[config.mk]
export PLATFORM = sky130hd
export DESIGN_NAME = cs_override_pipe
export DESIGN_NICKNAME = d
export VERILOG_FILES = /design/src/rtl/cs_pkg.sv /design/src/rtl/cs_prefix_acc.sv /design/src/rtl/cs_override_pipe.sv
export SDC_FILE = /design/constraint.sdc
export NUM_CORES = 1
export LEC_CHECK = 0
export ABC_AREA = 1
export CAP_MARGIN = 20
export CELL_PAD_IN_SITES_DETAIL_PLACEMENT = 0
export CELL_PAD_IN_SITES_GLOBAL_PLACEMENT = 1
export CORE_AREA = 5 5 199 201
export CTS_BUF_LIST = sky130_fd_sc_hd__clkbuf_8 sky130_fd_sc_hd__clkbuf_16
export DETAILED_ROUTE_END_ITERATION = 6
export DIE_AREA = 0 0 204 206
export GPL_ROUTABILITY_DRIVEN = 0
export PLACE_DENSITY = 0.75
export SETUP_SLACK_MARGIN = 0.5
export SLEW_MARGIN = 20
export SYNTH_ARGS = -nofsm -noshare
export SYNTH_HDL_FRONTEND = slang
export SYNTH_SLANG_ARGS = --single-unit
export TNS_END_PERCENT = 50
[constraint.sdc]
create_clock -name clk -period 3 [get_ports clk]
set_input_delay 0.45 -clock clk [delete_from_list [all_inputs] [get_ports clk]]
set_output_delay 0.45 -clock clk [all_outputs]
set_load 0.1 [all_outputs]
[src/rtl/cs_pkg.sv]
// Shared definitions for the control-store override pipe: prefix byte codes,
// segment and size encodings, and the prefix accumulator record.
package cs_pkg;

   localparam logic [7:0] PREF_REPNE = 8'hF2;
   localparam logic [7:0] PREF_REP   = 8'hF3;
   localparam logic [7:0] PREF_OPSZ  = 8'h66;
   localparam logic [7:0] PREF_ES    = 8'h26;
   localparam logic [7:0] PREF_CS    = 8'h2E;
   localparam logic [7:0] PREF_SS    = 8'h36;
   localparam logic [7:0] PREF_DS    = 8'h3E;
   localparam logic [7:0] PREF_FS    = 8'h64;
   localparam logic [7:0] PREF_GS    = 8'h65;

   typedef enum logic [2:0] {
      SEG_ES = 3'd0,
      SEG_CS = 3'd1,
      SEG_SS = 3'd2,
      SEG_DS = 3'd3,
      SEG_FS = 3'd4,
      SEG_GS = 3'd5
   } seg_e;

   localparam logic [1:0] SZ_16 = 2'b01;
   localparam logic [1:0] SZ_32 = 2'b10;

   // Wide enough for any MAX_PREF up to 15.
   localparam int ACC_CNT_W = 4;

   typedef struct packed {
      logic                 rep;
      logic                 size;
      logic                 seg_ovr;
      seg_e                 seg_code;
      logic [ACC_CNT_W-1:0] count;
   } pref_acc_t;

   typedef enum logic {
      ST_COLLECT = 1'b0,
      ST_PENDING = 1'b1
   } acc_state_e;

endpackage

[src/rtl/cs_prefix_acc.sv]
// Prefix decoder and accumulator: gathers REP/operand-size/segment prefixes
// for the next instruction and flags a sticky overflow past MAX_PREF.
module cs_prefix_acc
   import cs_pkg::*;
#(
   parameter int MAX_PREF = 4
) (
   input  logic       clk,
   input  logic       rst,
   input  logic       i_pref_valid,
   input  logic [7:0] i_pref_byte,
   input  logic       i_clr,
   output pref_acc_t  o_acc,
   output logic       o_pref_err
);

   localparam logic [ACC_CNT_W-1:0] CNT_MAX = ACC_CNT_W'(MAX_PREF);

   pref_acc_t  r_acc;
   logic       r_err;
   acc_state_e r_state;

   pref_acc_t  w_base;
   pref_acc_t  w_next;
   logic       w_err_nxt;
   logic       w_hit;
   logic       w_is_rep;
   logic       w_is_sz;
   logic       w_is_seg;
   seg_e       w_seg_code;
   acc_state_e w_state_nxt;

   always_comb begin
      w_is_rep   = 1'b0;
      w_is_sz    = 1'b0;
      w_is_seg   = 1'b0;
      w_seg_code = SEG_ES;
      if (i_pref_valid) begin
         case (i_pref_byte)
            PREF_REP, PREF_REPNE: w_is_rep = 1'b1;
            PREF_OPSZ:            w_is_sz  = 1'b1;
            PREF_ES: begin w_is_seg = 1'b1; w_seg_code = SEG_ES; end
            PREF_CS: begin w_is_seg = 1'b1; w_seg_code = SEG_CS; end
            PREF_SS: begin w_is_seg = 1'b1; w_seg_code = SEG_SS; end
            PREF_DS: begin w_is_seg = 1'b1; w_seg_code = SEG_DS; end
            PREF_FS: begin w_is_seg = 1'b1; w_seg_code = SEG_FS; end
            PREF_GS: begin w_is_seg = 1'b1; w_seg_code = SEG_GS; end
            default: ;
         endcase
      end
      w_hit = w_is_rep || w_is_sz || w_is_seg;

      // A prefix arriving with an accept starts the next instruction's record.
      w_base    = i_clr ? pref_acc_t'('0) : r_acc;
      w_next    = w_base;
      w_err_nxt = r_err;
      if (w_hit) begin
         if (w_base.count == CNT_MAX) begin
            w_err_nxt = 1'b1;
         end else begin
            if (w_is_rep) w_next.rep  = 1'b1;
            if (w_is_sz)  w_next.size = 1'b1;
            if (w_is_seg) begin
               w_next.seg_ovr  = 1'b1;
               w_next.seg_code = w_seg_code;
            end
            w_next.count = w_base.count + 1'b1;
         end
      end
   end

   always_comb begin
      w_state_nxt = r_state;
      case (r_state)
         ST_COLLECT: if (r_acc.count != '0) w_state_nxt = ST_PENDING;
         ST_PENDING: if (i_clr)             w_state_nxt = ST_COLLECT;
         default:                           w_state_nxt = ST_COLLECT;
      endcase
   end

   always_ff @(posedge clk) begin
      if (rst) begin
         r_acc   <= '0;
         r_err   <= 1'b0;
         r_state <= ST_COLLECT;
      end else begin
         r_acc   <= w_next;
         r_err   <= w_err_nxt;
         r_state <= w_state_nxt;
      end
   end

   assign o_acc      = r_acc;
   assign o_pref_err = r_err;

endmodule

[src/rtl/cs_override_pipe.sv]
// Decode-stage control-store override: applies accumulated prefixes and ModRM
// fields to the accepted bundle and holds it in a one-entry valid/ready register.
module cs_override_pipe
   import cs_pkg::*;
#(
   parameter int CW_W     = 230,
   parameter int NUM_RCH  = 2,
   parameter int MAX_PREF = 4,
   parameter int SEG_W    = 3
) (
   input  logic                 clk,
   input  logic                 rst,
   input  logic                 pref_valid,
   input  logic [7:0]           pref_byte,
   input  logic                 in_valid,
   output logic                 in_ready,
   input  logic [CW_W-1:0]      cw_in,
   input  logic [NUM_RCH-1:0]   rch_ovr_en,
   input  logic [3*NUM_RCH-1:0] rch_in,
   input  logic                 is_mod,
   input  logic                 is_double,
   input  logic [7:0]           b2,
   input  logic [7:0]           b3,
   input  logic [1:0]           size_in,
   input  logic [1:0]           imm_size_in,
   input  logic [SEG_W-1:0]     seg_in,
   output logic                 out_valid,
   input  logic                 out_ready,
   output logic [CW_W-1:0]      cw_out,
   output logic [3*NUM_RCH-1:0] rch_out,
   output logic [1:0]           size_out,
   output logic [1:0]           imm_size_out,
   output logic [SEG_W-1:0]     seg_out,
   output logic                 is_rep_out,
   output logic                 pref_err
);

   pref_acc_t            w_acc;
   logic                 w_accept;
   logic [7:0]           w_m;
   logic                 w_is_reg;
   logic                 w_sz_fire;
   logic [1:0]           w_size;
   logic [1:0]           w_imm;
   logic [SEG_W-1:0]     w_seg;
   logic [3*NUM_RCH-1:0] w_rch;

   logic                 r_vld_p1;
   logic [CW_W-1:0]      r_cw_p1;
   logic [3*NUM_RCH-1:0] r_rch_p1;
   logic [1:0]           r_size_p1;
   logic [1:0]           r_imm_p1;
   logic [SEG_W-1:0]     r_seg_p1;
   logic                 r_rep_p1;

   assign in_ready = !r_vld_p1 || out_ready;
   assign w_accept = in_valid && in_ready;

   cs_prefix_acc #(
      .MAX_PREF (MAX_PREF)
   ) u_prefix_acc (
      .clk          (clk),
      .rst          (rst),
      .i_pref_valid (pref_valid),
      .i_pref_byte  (pref_byte),
      .i_clr        (w_accept),
      .o_acc        (w_acc),
      .o_pref_err   (pref_err)
   );

   // Stage 0: override mux on the bundle using the prefixes gathered so far.
   always_comb begin
      w_m       = is_double ? b3 : b2;
      w_is_reg  = (w_m[7:6] == 2'b11);
      w_sz_fire = w_acc.size && (size_in == SZ_32);
      w_size    = w_sz_fire ? SZ_16 : size_in;
      w_imm     = (w_sz_fire && (imm_size_in != 2'b00)) ? SZ_16 : imm_size_in;
      w_seg     = (w_acc.seg_ovr && is_mod) ? SEG_W'(w_acc.seg_code) : seg_in;
      w_rch     = rch_in;
      for (int k = 0; k < NUM_RCH; k++) begin
         if ((k % 2) == 0) begin
            if (is_mod && rch_ovr_en[k]) w_rch[3*k +: 3] = w_m[5:3];
         end else begin
            if (is_mod && rch_ovr_en[k] && w_is_reg) w_rch[3*k +: 3] = w_m[2:0];
         end
      end
   end

   // Stage 1: one-entry output register; an accept during drain simply reloads it.
   always_ff @(posedge clk) begin
      if (rst) begin
         r_vld_p1  <= 1'b0;
         r_cw_p1   <= '0;
         r_rch_p1  <= '0;
         r_size_p1 <= '0;
         r_imm_p1  <= '0;
         r_seg_p1  <= '0;
         r_rep_p1  <= 1'b0;
      end else if (w_accept) begin
         r_vld_p1  <= 1'b1;
         r_cw_p1   <= cw_in;
         r_rch_p1  <= w_rch;
         r_size_p1 <= w_size;
         r_imm_p1  <= w_imm;
         r_seg_p1  <= w_seg;
         r_rep_p1  <= w_acc.rep;
      end else if (out_ready) begin
         r_vld_p1  <= 1'b0;
      end
   end

   assign out_valid    = r_vld_p1;
   assign cw_out       = r_cw_p1;
   assign rch_out      = r_rch_p1;
   assign size_out     = r_size_p1;
   assign imm_size_out = r_imm_p1;
   assign seg_out      = r_seg_p1;
   assign is_rep_out   = r_rep_p1;

endmodule
Yosys cells after proc, flatten, opt, wreduce, memory -nomap -nowiden
Cells that the tools add are included.
{"block": "totals", "register_bits": 256, "in_bits": 276, "output_inout_bits": 247, "wordCells": 64}
{"block": "classes", "add_sub_neg": 1, "n_eq_ne": 12, "n_mux": 22, "reduce_logical": 16}
{"operator": "$eq A8 B6 Y1 const B", "n": 4}
{"operator": "$mux W10", "n": 3}
{"operator": "$eq A8 B7 Y1 const B", "n": 3}
{"operator": "$eq A8 B8 Y1 const B", "n": 2}
{"operator": "$pmux W3 S5", "n": 1}
{"operator": "$mux W3", "n": 4}
{"operator": "$mux W1", "n": 10}
{"operator": "$mux W8", "n": 1}
{"operator": "$logic_and A1 B1 Y1", "n": 7}
{"operator": "$reduce_or A6 Y1", "n": 1}
{"operator": "$add A4 B1 Y4 const B", "n": 1}
{"operator": "$eq A2 B2 Y1 const B", "n": 2}
{"operator": "$eq A4 B3 Y1 const B", "n": 1}
{"operator": "$mux W2", "n": 2}
{"operator": "$mux W4", "n": 1}
{"operator": "$reduce_bool A2 Y1", "n": 2}
{"operator": "$logic_or A1 B1 Y1", "n": 3}
{"operator": "$reduce_and A2 Y1", "n": 1}
{"operator": "$reduce_or A2 Y1", "n": 1}
{"operator": "$logic_not A1 Y1", "n": 1}

Longest topological paths before layout
Gate-level depths: netlist (run 1).
{"block": "depth", "ltp_word": 7, "depth_mapped": 12, "depth_no_buf": 11}

By module
A second synthesis (run 1) with hierarchy kept.
{"block": "hier_totals", "cells_unflattened": 1230, "area_unflattened_um2": 9510.4}
{"module": "cs_override_pipe", "instances": 1, "cells_per_inst": 1114, "area_each_um2": 8753.4, "seq_area_each_um2": 4904.7}
{"module": "cs_prefix_acc", "instances": 1, "cells_per_inst": 116, "area_each_um2": 757.0, "seq_area_each_um2": 220.2}

Least setup slack after synthesis (run 1)
Ideal clock, no wire load.
{"block": "synth_path", "path_kind": "flip-flop to flip-flop", "start": "register r_vld_p1, in the netlist out_valid", "end": "register u_prefix_acc.r_acc (netlist bit u_prefix_acc.o_acc[3])", "setup_time_ns": 0.066, "arrival_time_ns": 2.821, "required_ns": 2.934, "path_slack_ns": 0.113, "stages_incl_launch_ff": 12, "path_buffers": 2, "period_less_slack_ns": 2.887, "cell_sequence": "dfxtp_1 > nand2_2 > nand2_2 > buf_6 > buf_4 > nand2_1 > ha_1 > nand3_1 > inv_1 > a21oi_1 > nand2_1 > a21oi_2"}
{"block": "synth_between", "elab_chain_cells": 7, "elab_cells_between_ends": 8, "cone_classes": "add/sub: 1; eq/ne: 1; mux: 3; reduce/logical: 3"}
{"item": "start, declared", "line": "cs_override_pipe.sv:48", "source": "logic r_vld_p1;"}
{"item": "start signal, assigned", "line": "cs_override_pipe.sv:92", "source": "r_vld_p1 <= 1'b0;"}
{"item": "start signal, assigned", "line": "cs_override_pipe.sv:100", "source": "r_vld_p1 <= 1'b1;"}
{"item": "start signal, assigned", "line": "cs_override_pipe.sv:108", "source": "r_vld_p1 <= 1'b0;"}
{"item": "$logic_not A1 Y1 *", "line": "cs_override_pipe.sv:56", "source": "assign in_ready = !r_vld_p1 || out_ready;"}
{"item": "$logic_or A1 B1 Y1 *", "line": "cs_override_pipe.sv:56"}
{"item": "via in_ready", "line": "cs_override_pipe.sv:16", "source": "output logic in_ready,"}
{"item": "$logic_and A1 B1 Y1 *", "line": "cs_override_pipe.sv:57", "source": "assign w_accept = in_valid && in_ready;"}
{"item": "$mux W10 *", "line": "cs_prefix_acc.sv:54", "source": "w_base = i_clr ? pref_acc_t'('0) : r_acc;"}
{"item": "$add A4 B1 Y4 or $eq A4 B3 Y1 (tied branches)", "line": "cs_prefix_acc.sv:67, cs_prefix_acc.sv:58"}
{"item": "$mux W10", "line": "cs_prefix_acc.sv:58", "source": "if (w_base.count == CNT_MAX) begin"}
{"item": "$mux W10 *", "line": "cs_prefix_acc.sv:57", "source": "if (w_hit) begin"}
{"item": "end signal, assigned", "line": "cs_prefix_acc.sv:87", "source": "r_acc <= w_next;"}
{"item": "end, declared", "line": "cs_prefix_acc.sv:19", "source": "pref_acc_t r_acc;"}
Mark *: on every way through the listed nets, which the timed path passes. The rest lies on a longest branch.
A chain may end at the register's enable or synchronous reset.

Worst setup path after layout (run 1)
{"block": "layout_path", "start": "input out_ready", "end": "register u_prefix_acc.r_acc (netlist bit u_prefix_acc.o_acc[4])"}
{"block": "layout_between", "elab_chain_cells": 6, "elab_cells_between_ends": 7, "cone_classes": "eq/ne: 1; mux: 4; reduce/logical: 2"}
{"item": "start, declared", "line": "cs_override_pipe.sv:28", "source": "input logic out_ready,"}
{"item": "$logic_or A1 B1 Y1 *", "line": "cs_override_pipe.sv:56"}
{"item": "$logic_and A1 B1 Y1 *", "line": "cs_override_pipe.sv:57"}
{"item": "$mux W10 *", "line": "cs_prefix_acc.sv:54"}
{"item": "$eq A4 B3 Y1 or $mux W4 (tied branches)", "line": "cs_prefix_acc.sv:58, cs_prefix_acc.sv:63"}
{"item": "$mux W10", "line": "cs_prefix_acc.sv:58"}
{"item": "$mux W10 *", "line": "cs_prefix_acc.sv:57"}
Every way passes the cells marked *; elsewhere a longest branch is shown, timed or not.

==> impl_results.md, run 1 <==
* Rel. slew slack at 0.513
* CTS tree: done
* Post-layout util at 0.410
* Final WS setup at 1.06 ns
* Simple-Gate Fraction of Synth Area at 0.236
* CTS clk-pin slew, worst paths at 0.06 ns
* # DRC at 0
* Yosys cell types at 30
* Final #Nets at 1969
* Worst endpoint data arrival time at 2.41 ns
* Top post-synthesis cells by area: dfxtp_1 (55%), nor2_1 (20%), o21ai_0 (13%), buf_2 (1.8%), nand2_1 (1.6%)
* R2R depth at 9
* Post-synth ARST share at 0
* Fin. Hold Viols at 0
* #FFs+latches synth at 256
* Top-area cell type share of the netlist area at 0.555
* LEAKAGE at 0.00673 µW
* I/O Buffers at 522
* Startpoint Class: input pin
* Post-synthesis compound-gate area fraction at 0.156
* Most frequent cell on the critical path: nand3_1
* Row count at 71
* Final Power at 10800 µW
* CP Data Required Time at 3.48 ns
* Reg power frac at 0.352
* Outcome: finished clean
* Commonest cells post-synth: nor2_1 (497), dfxtp_1 (256), o21ai_0 (244)
* Minimum clock period at 1.94 ns
* Antenna viol nets, final at 0
* Worst Skew at 0.00959 ns
* Critical-path cell list: clkdlybuf4s50_1 -> inv_2 -> nand2_2 -> nand2_8 -> nand2_1 -> ha_1 -> nand3_1 -> nand3_2 -> nand3_1 -> a21oi_1
* CP Buf/Inv Count at 2
* CTS H-tree lvls at 1
* Clk Latency, worst-skew pair at 0.55 ns
* Max Cap Viol at 0
* DRT Pass-1 Iters at 6
* Die area at 0.0420 mm²
* Synthesized cell area at 0.00924 mm²
* Placement Cell Area at 0.0143 mm²
* Cell taking the most area after synthesis: dfxtp_1
* Worst Hold End: seg_out[1]
* Stages on worst setup path at 10
* Hold wc startpoint: u_prefix_acc.o_acc[5]
* Min-Delay Path Class: register to register
* Clock power share at 0.344
* Core ar. at 0.0374 mm²
* Worst hold stages at 2
* Num CTS Buffers at 30
* Slew Limit Fails at 0
* Post-place setup slack at 0.495 ns
* # IOs at 523
* Post-synth EDFFs at 0
* GRT Resource Usage Total at 0.157
* Initial drt markers at 508
* Crit-path leading delay family: simple AND/OR/NAND/NOR gates
* Initial antenna violation count at 2
* Post-Syn Area per Cell at 7.65 µm²
* Via count at 9490
* Mapped Cells at 1208
* Tcrit/Tclk final at 0.646
* Area of the multi-input gates at 0.00366 mm²
* Post-synthesis mux area share at 0
* Post-Synth Adder-Cell Area at 0.00271
* RSZ-0062 raised after global routing: no
* Dpl hpwl at 26400 µm
* Vias per inst at 4.26
* First-pass GRT wire length at 53000 µm
* Sum Neg Setup Slack at 0 ns
* Vias in the first global route at 9236
* GRT overflow at 0
* Avg WL per Cell at 16.1 µm
* Fin area at 0.0153 mm²
* Top-count cell post-synth: nor2_1
* Chip Height at 206 µm
* Setup CP Type: input pin to register
* Die Wd at 204 µm
* Fill cells at 3888
* # Post-CTS Setup Buffers at 0
* CP peak stage delay at 0.48 ns
* Peak supply drop at 356 µV
* Max Clk Rate at 516 MHz
* Switching share of power at 0.373
* Reg2Reg Launch Point: out_valid
* Slew @ Worst Pin at 0.731 ns
* Post-synthesis xor/xnor area fraction at 0
* Initial Utilization at 0.247
* CP Capture Type: register
* FF/Latch Area at 0.00513 mm²
* Largest family of logic cells by synthesized area: simple AND/OR/NAND/NOR gates
* CTS sink cnt at 256
* Area Overhead vs Synth at 65.8%
* CTS max path bufs at 3
* P_sw at 4040 µW
* Synth Flop Type: dfxtp_1
* CP Max Fanout at 55
* Share of post-route cells with drive strength above 1 at 0.187
* Sequential-to-total area share from yosys stat at 0.555
* Part of the power in combinational logic at 0.304
* Hold_buf cts at 0
* Drt total wl at 35900 µm
* Internal power at 6780 µW
* Final Setup Violations at 0
* Synth Warn # at 0
* Slowest cell on crit path: clkdlybuf4s50_1
* Pin count of the biggest net entering global routing at 122
* Reg-to-reg setup timing slack at 1.09 ns
* Synthesized net count at 1486
* R2R Path End: u_prefix_acc.o_acc[3]
* Power per cell area at 706 mW/mm²
* Clk root buf: clkbuf_16
* PostCTS Resize Cnt at 0
cell usage in the layout (no fill, tap or decap), types with 2 or more instances in the layout:
master and n:
bufinv_16 4, nand3_1 11, nor2_1 497, nor3_1 2
inv_1 28, ha_1 2, nand2_2 3, a21oi_1 28
o211ai_1 3, nand2_1 39, clkinvlp_4 2, clkinv_2 3
o21ai_1 2, o31ai_1 3, inv_2 3, buf_4 254
buf_12 6, o21ai_0 244, clkbuf_16 31, dfxtp_1 255
clkdlybuf4s50_1 275, clkbuf_8 4
registers in the layout, summed over array words and instances, names as in the netlist:
name	cells
rch_out	6
seg_out	3
u_prefix_acc.o_acc	10
is_rep_out	1
out_valid	1
imm_size_out	2
u_prefix_acc.o_pref_err	1
cw_out	230
size_out	2
cells by family (layout without fill, tap and decap cells):
| family | count (synthesis) | after routing |
|---|---|---|
| other cells | 0 | 1 |
| buf+inv | 106 | 612 |
| compound gates | 283 | 283 |
| simple gates | 561 | 561 |
| flops | 256 | 256 |
| fa+ha+maj | 2 | 2 |
through the flow:
step / hold slack [ns] / instances
2_1_floorplan: 0.437 / 1208
3_3_place_gp: 0.462 / 2170
3_5_place_dp: 0.458 / 2170
4_1_cts: 0.470 / 2225
5_1_grt: 0.494 / 2226
6_report: 0.467 / 2226
worst reg2reg max path: cells and delay by family (launching register included):
family | cells | cell delay, ns
fa+ha+maj | 1 | 0.22
buf+inv | 1 | 0.12
flops | 1 | 0.35
simple gates | 5 | 0.91
compound gates | 2 | 0.24
layout make-up:
type | count | area share
Antenna cell | 1 | 0.000163
Clock buffer | 35 | 0.0542
Clock inverter | 20 | 0.0125
Inverter | 22 | 0.00621
Multi-Input combinational cell | 846 | 0.239
Sequential cell | 256 | 0.335
Tap cell | 511 | 0.0417
Timing Repair Buffer | 535 | 0.312
metal layers:
layer | GRT usage | vias to the layer above | routed length [µm] | part of all wire
met5 | 0 | - | 12 | 0.00033
met4 | 0.0519 | 2 | 1160 | 0.032
met3 | 0.0508 | 75 | 3140 | 0.088
met2 | 0.269 | 324 | 17100 | 0.48
met1 | 0.186 | 4237 | 14400 | 0.40
li1 | - | 4852 | - | -
how the worst max path moves through the flow:
stage                             to       from
2_1_floorplan  u_prefix_acc.o_acc[3]  out_valid
3_3_place_gp              rch_out[5]  out_ready
3_5_place_dp   u_prefix_acc.o_acc[4]  out_ready
4_1_cts        u_prefix_acc.o_acc[9]  out_ready
5_1_grt        u_prefix_acc.o_acc[9]  out_ready
6_report       u_prefix_acc.o_acc[4]  out_ready
power groups by stage:
stage                     Sequential, µW  Clock, µW  Combinational [µW]
after floorplan                     5720          0                 485
after global placement              3870          0                3300
after detailed placement            3880          0                3310
after CTS                           3800       3860                3310
after global routing                3840       4000                3430
final                               3800       3720                3290
Note: power is estimated with default switching activity, not from simulation.
==> run 2, diff against run 1 <==
--- a/config.mk
+++ b/config.mk
@@ -9,12 +9,12 @@
 export CAP_MARGIN = 20
 export CELL_PAD_IN_SITES_DETAIL_PLACEMENT = 0
 export CELL_PAD_IN_SITES_GLOBAL_PLACEMENT = 1
-export CORE_AREA = 5 5 199 201
+export CORE_AREA = 5 5 201 203
 export CTS_BUF_LIST = sky130_fd_sc_hd__clkbuf_8 sky130_fd_sc_hd__clkbuf_16
 export DETAILED_ROUTE_END_ITERATION = 6
-export DIE_AREA = 0 0 204 206
+export DIE_AREA = 0 0 206 208
 export GPL_ROUTABILITY_DRIVEN = 0
-export PLACE_DENSITY = 0.75
+export PLACE_DENSITY = 0.73
 export SETUP_SLACK_MARGIN = 0.5
 export SLEW_MARGIN = 20
 export SYNTH_ARGS = -nofsm -noshare
==> constraint.sdc (replaced) <==
create_clock -name clk -period 2 [get_ports clk]
set_input_delay 0.3 -clock clk [delete_from_list [all_inputs] [get_ports clk]]
set_output_delay 0.3 -clock clk [all_outputs]
set_load 0.1 [all_outputs]
==> run 2 against run 1 <==
Compared with the run above:
- combinational power up 61%
- clock skew up 0.0060 ns
- sequential cell count unchanged
- global-route usage up 0.68 points
- design area up 9.0%
- wire length up 9.4%
- non-clock buffer count up 44
- critical path type is now register to output pin
==> impl_results.md, run 2 (synthesis gave the netlist of run 1 again) <==
* Setup CP Type: register to output pin
* I/O Buffers at 522
* Most frequent cells in the layout: nor2_1 (495), clkdlybuf4s50_1 (275), dfxtp_1 (246)
* Internal power at 10300 µW
* Largest register FFs at 230
* GRT Resource Usage Total at 0.163
* Power per cell area at 990 mW/mm²
* Post-place setup slack at 0.0463 ns
* R2R depth at 11
* Reg-to-reg setup timing slack at 0.47 ns
* Startpoint Class: register
* Final Setup Violations at 0
* Chip Height at 208 µm
* Part of the power in combinational logic at 0.321
* Final WS setup at 0.442 ns
* R2R Path End: u_prefix_acc.o_acc[5]
* LEAKAGE at 0.00724 µW
* P_sw at 6210 µW
* Max Cap Viol at 0
* DRT Pass-1 Iters at 5
* # IOs at 523
* Core ar. at 0.0383 mm²
* Avg WL per Cell at 17.2 µm
* GRT overflow at 0
* Die area at 0.0428 mm²
* Share of post-route cells with drive strength above 1 at 0.227
* Initial antenna violation count at 3
* Pin count of the biggest net entering global routing at 107
* First-pass GRT wire length at 56200 µm
* RSZ-0062 raised after global routing: yes
* WHS at 0.341 ns
* CP Data Required Time at 1.70 ns
* Switching share of power at 0.375
* Peak supply drop at 571 µV
* Clk Latency, worst-skew pair at 0.55 ns
* Slew @ Worst Pin at 0.340 ns
* Final #Nets at 2016
* # DRC at 0
* CTS clk-pin slew, worst paths at 0.06 ns
* Reg2Reg Launch Point: out_valid
* Inst Count DP at 2210
* Sum Neg Setup Slack at 0 ns
* CP Capture Type: output pin
* Tcrit/Tclk final at 0.779
* CTS max path bufs at 3
* Drt total wl at 39200 µm
* Via count at 9873
* Rel. slew slack at 0.773
* Min-Delay Path Class: input pin to register
* Hold wc startpoint: imm_size_in[1]
* Non-filler cells, final at 2280
* Vias per inst at 4.33
* Slew Limit Fails at 0
* Initial Utilization at 0.241
* Row count at 72
* Final Power at 16500 µW
* Fin. Hold Viols at 0
* Worst endpoint data arrival time at 1.26 ns
* Outcome: finished clean
* CTS tree: done
* Antenna viol nets, final at 0
* Clock power share at 0.331
* Die Wd at 206 µm
* Minimum clock period at 1.56 ns
* CTS H-tree lvls at 1
* Worst Skew at 0.0156 ns
* CP startpoint: out_valid
* Area Overhead vs Synth at 80.9%
* CTS sink cnt at 256
* Initial drt markers at 453
* Max Clk Rate at 642 MHz
* Vias in the first global route at 9598
* Num CTS Buffers at 30
* Commonest non-fill, non-tap cell in the layout: nor2_1
* CP Max Fanout at 2
* Reg power frac at 0.348
* CP Capture Point: in_ready
* Clk root buf: clkbuf_16
* Dpl hpwl at 28400 µm
==> run 2: cell types whose count changed in the layout (fill, tap and decap cells not counted), moves of 6 or more <==
cell     before  now
buf_8         0   17
inv_1        28   22
buf_6         0   98
dfxtp_1     255  246
buf_12        6   29
buf_4       254  155
a21oi_2       1    7
o21ai_1       2   22
dfxtp_2       1    9
o21ai_0     244  224
a21oi_1      28   22
==> run 2: worst min-delay path by stage <==
stage	end	slack, ns	depth (start not counted)
final	imm_size_out[0]	0.34	3
after global routing	imm_size_out[0]	0.33	3
after CTS	imm_size_out[0]	0.30	3
after detailed placement	u_prefix_acc.o_acc[8]	0.47	2
after global placement	u_prefix_acc.o_acc[8]	0.46	2
after floorplan	seg_out[1]	0.44	2
==> run 2: per-stage QoR <==
stage	instance area, µm²	util
after floorplan	9400	-
after global placement	14800	0.385
after detailed placement	14800	0.385
after CTS	16300	0.425
after global routing	16700	0.436
final	16700	0.436
==> run 2: metal layers <==
metal,part of all wire,up-vias,global-route usage
met5,0.00051,-,0
met4,0.019,2,0.0443
met3,0.10,46,0.0620
met2,0.49,366,0.283
met1,0.39,4509,0.188
li1,-,4950,-
==> run 2: repair_timing <==
action                     4_1_cts  5_1_grt
pin swaps                        1        6
gates resized for setup        135       82
gates cloned                     0        6
hold buffers                     0        0
setup endpoints to repair      201      415
buffers inserted                 1        7
==> run 2: critical path, cell delays in order (launching register included) <==
cell and delay (ns):
dfxtp_4 0.37, nand2_8 0.05, buf_6 0.12, buf_12 0.15
==> run 2: cell type report <==
| class | count | area [µm²] |
|---|---|---|
| repair inverters | 2 | 22.5 |
| clock buffers | 38 | 872 |
| repair buffers | 579 | 5990 |
| fillers | 3872 | 21600 |
| inverters | 22 | 116 |
| flip-flops and latches | 256 | 5140 |
| multi-input cells | 847 | 3790 |
| clock inverters | 16 | 128 |
| diodes | 2 | 5.00 |
| well taps | 518 | 648 |
==> run 2: power by group through the flow <==
stage | logic [µW] | registers (µW) | clock network [µW]
floorplan | 756 | 8580 | 0
global placement | 5050 | 5800 | 0
detailed placement | 5070 | 5810 | 0
CTS | 5210 | 5740 | 5660
global route | 5550 | 5800 | 5890
finish | 5310 | 5750 | 5480
==> run 3, diff against run 2 <==
--- a/config.mk
+++ b/config.mk
@@ -9,10 +9,10 @@
 export CAP_MARGIN = 20
 export CELL_PAD_IN_SITES_DETAIL_PLACEMENT = 0
 export CELL_PAD_IN_SITES_GLOBAL_PLACEMENT = 1
-export CORE_AREA = 5 5 201 203
+export CORE_MARGIN = 5
+export CORE_UTILIZATION = 23
 export CTS_BUF_LIST = sky130_fd_sc_hd__clkbuf_8 sky130_fd_sc_hd__clkbuf_16
 export DETAILED_ROUTE_END_ITERATION = 6
-export DIE_AREA = 0 0 206 208
 export GPL_ROUTABILITY_DRIVEN = 0
 export PLACE_DENSITY = 0.73
 export SETUP_SLACK_MARGIN = 0.5
==> constraint.sdc (replaced) <==
create_clock -name clk -period 1.4 [get_ports clk]
set_input_delay 0.21 -clock clk [delete_from_list [all_inputs] [get_ports clk]]
set_output_delay 0.21 -clock clk [all_outputs]
set_load 0.1 [all_outputs]
==> run 3 against run 2 <==
Compared with the run above:
- the flow now finishes with violations (negative setup slack)
- die area increased by 3.3%
- design area increased by 30%
- utilization increased by 11 points
- combinational power increased by 84%
- register-to-register slack got worse by 0.60 ns
- largest power group is now combinational logic
- sequential power increased by 51%
- worst setup slack got worse by 0.57 ns
- wire length increased by 15%
- clock-buffer cell count decreased by 2
- sequential share of layout area decreased by 5.7 points
- non-clock buffer count increased by 62
- clock power increased by 37%
==> impl_results.md, run 3 (synthesis gave the netlist of run 1 again) <==
* Outcome: complete, but fails checks
* Failing checks: negative setup slack
* Chip Height at 210 µm
* Post-place setup slack at -0.482 ns
* Die area at 0.0443 mm²
* Crit-path leading delay family: buffers and inverters
* Post-layout util at 0.547
* CP Data Required Time at 1.86 ns
* Drt total wl at 45000 µm
* Core ar. at 0.0397 mm²
* Min-Delay Path Class: input pin to register
* Worst Skew at 0.0116 ns
* Largest register FFs at 230
* DRT Pass-1 Iters at 5
* CTS clk-pin slew, worst paths at 0.06 ns
* CTS sink cnt at 256
* Final WS setup at -0.125 ns
* Sum Neg Setup Slack at -1.97 ns
* Num CTS Buffers at 30
* Worst endpoint data arrival time at 1.98 ns
* Commonest non-fill, non-tap cell in the layout: nor2_1
* I/O Buffers at 522
* RSZ-0062 raised after global routing: yes
* Initial Utilization at 0.233
* Dpl hpwl at 29200 µm
* Tcrit/Tclk final at 1.09
* Via count at 10500
* Slew @ Worst Pin at 0.288 ns
* Vias in the first global route at 10600
* Antenna viol nets, final at 0
* CTS H-tree lvls at 1
* CP Capture Type: register
* LEAKAGE at 0.00874 µW
* Clk Latency, worst-skew pair at 0.56 ns
* Most frequent cells in the layout: nor2_1 (325), clkdlybuf4s50_1 (274), buf_12 (268)
* WHS at 0.165 ns
* Row count at 73
* Pin count of the biggest net entering global routing at 48
* Share of post-route cells with drive strength above 1 at 0.482
* Max Clk Rate at 656 MHz
* # DRC at 0
* Max Cap Viol at 0
* Critical-path cell list: nand2_8 -> nand2_8 -> buf_12 -> buf_16 -> inv_16 -> buf_6 -> buf_16 -> nor2_2 -> nor2_1
* Area of the multi-input gates at 0.00485 mm²
* GRT overflow at 0
* # IOs at 523
* FF/Latch Area at 0.00544 mm²
* Final Setup Violations at 79
* First-pass GRT wire length at 65300 µm
* CTS tree: done
* Reg2Reg Launch Point: out_valid
* Area Overhead vs Synth at 135%
* Vias per inst at 4.47
* Startpoint Class: register
* Slew Limit Fails at 0
* Die Wd at 210 µm
* Reg-to-reg setup timing slack at -0.13 ns
* Minimum clock period at 1.53 ns
* Fill cells at 3403
* Initial drt markers at 484
* Clk root buf: clkbuf_16
* Hold_buf cts at 0
* Hold wc startpoint: pref_byte[5]
* Final #Nets at 2078
* CP peak stage delay at 0.36 ns
* CTS max path bufs at 3
* CP Max Fanout at 8
* Peak supply drop at 836 µV
* Final Power at 26000 µW
* Initial antenna violation count at 2
* Setup CP Type: register to register
* Power per cell area at 1200 mW/mm²
* GRT Resource Usage Total at 0.189
* CP Buf/Inv Count at 5
* Fin. Hold Viols at 0
* Rel. slew slack at 0.808
* Avg WL per Cell at 19.2 µm
* Slowest cell on crit path: dfxtp_4
* CP startpoint: out_valid
## run 3: cell types whose count changed in the layout (fill, tap and decap cells not counted), moves of 89 or more
cell	previous run	this run
nor2_4	1	98
buf_4	155	46
buf_12	29	268
dfxtp_1	246	27
nor2_1	495	325
dfxtp_2	9	216
buf_6	98	9
## run 3: metrics by stage
step | instance area (µm²) | instances
global placement | 17900 | 2230
detailed placement | 17900 | 2230
global route | 21700 | 2346
CTS | 21100 | 2329
floorplan | 9490 | 1208
finish | 21700 | 2347
## run 3: path summary, 6_finish.rpt
kind | endpoint | cells past startpoint
max reg2reg | cw_out[29] | 9
max | cw_out[29] | 9
min | u_prefix_acc.o_acc[4] | 5
min reg2reg | seg_out[2] | 2
## run 3: area by class of cell
class                      instances  share of cell area
inverter                          22             0.00501
clock buffer                      36              0.0389
tap                              525              0.0302
multi-input combinational        846               0.223
timing repair inverter             3             0.00277
antenna                            2            0.000230
sequential                       256               0.251
timing repair buffer             641               0.445
clock inverter                    16             0.00438
## run 3: power by group
group / switching [µW] / internal, µW / total (µW)
Sequential: 724 / 7960 / 8690
Clock: 3100 / 4400 / 7500
Combinational: 5810 / 3970 / 9780
Total: 9630 / 16300 / 26000
## run 3: timing repair
action                                  CTS  global route
gates resized for setup                 537           180
buffers inserted                         21            11
cloned                                   26             5
endpoints found under the setup margin  502           502
pin swaps                               166            27
## run 3: metal layers
| layer | global-route usage | part of all wire |
|---|---|---|
| met1 | 0.225 | 0.39 |
| met2 | 0.323 | 0.49 |
| met3 | 0.0580 | 0.081 |
| met4 | 0.0695 | 0.035 |
| met5 | 0 | 0.00029 |
## run 3: worst min-delay path: cells and delay by family
kind / cells / cell delay, ns
AND/OR/NAND/NOR: 2 / 0.17
buffers and inverters: 1 / 0.15
AO/OA/AOI/OAI: 2 / 0.13
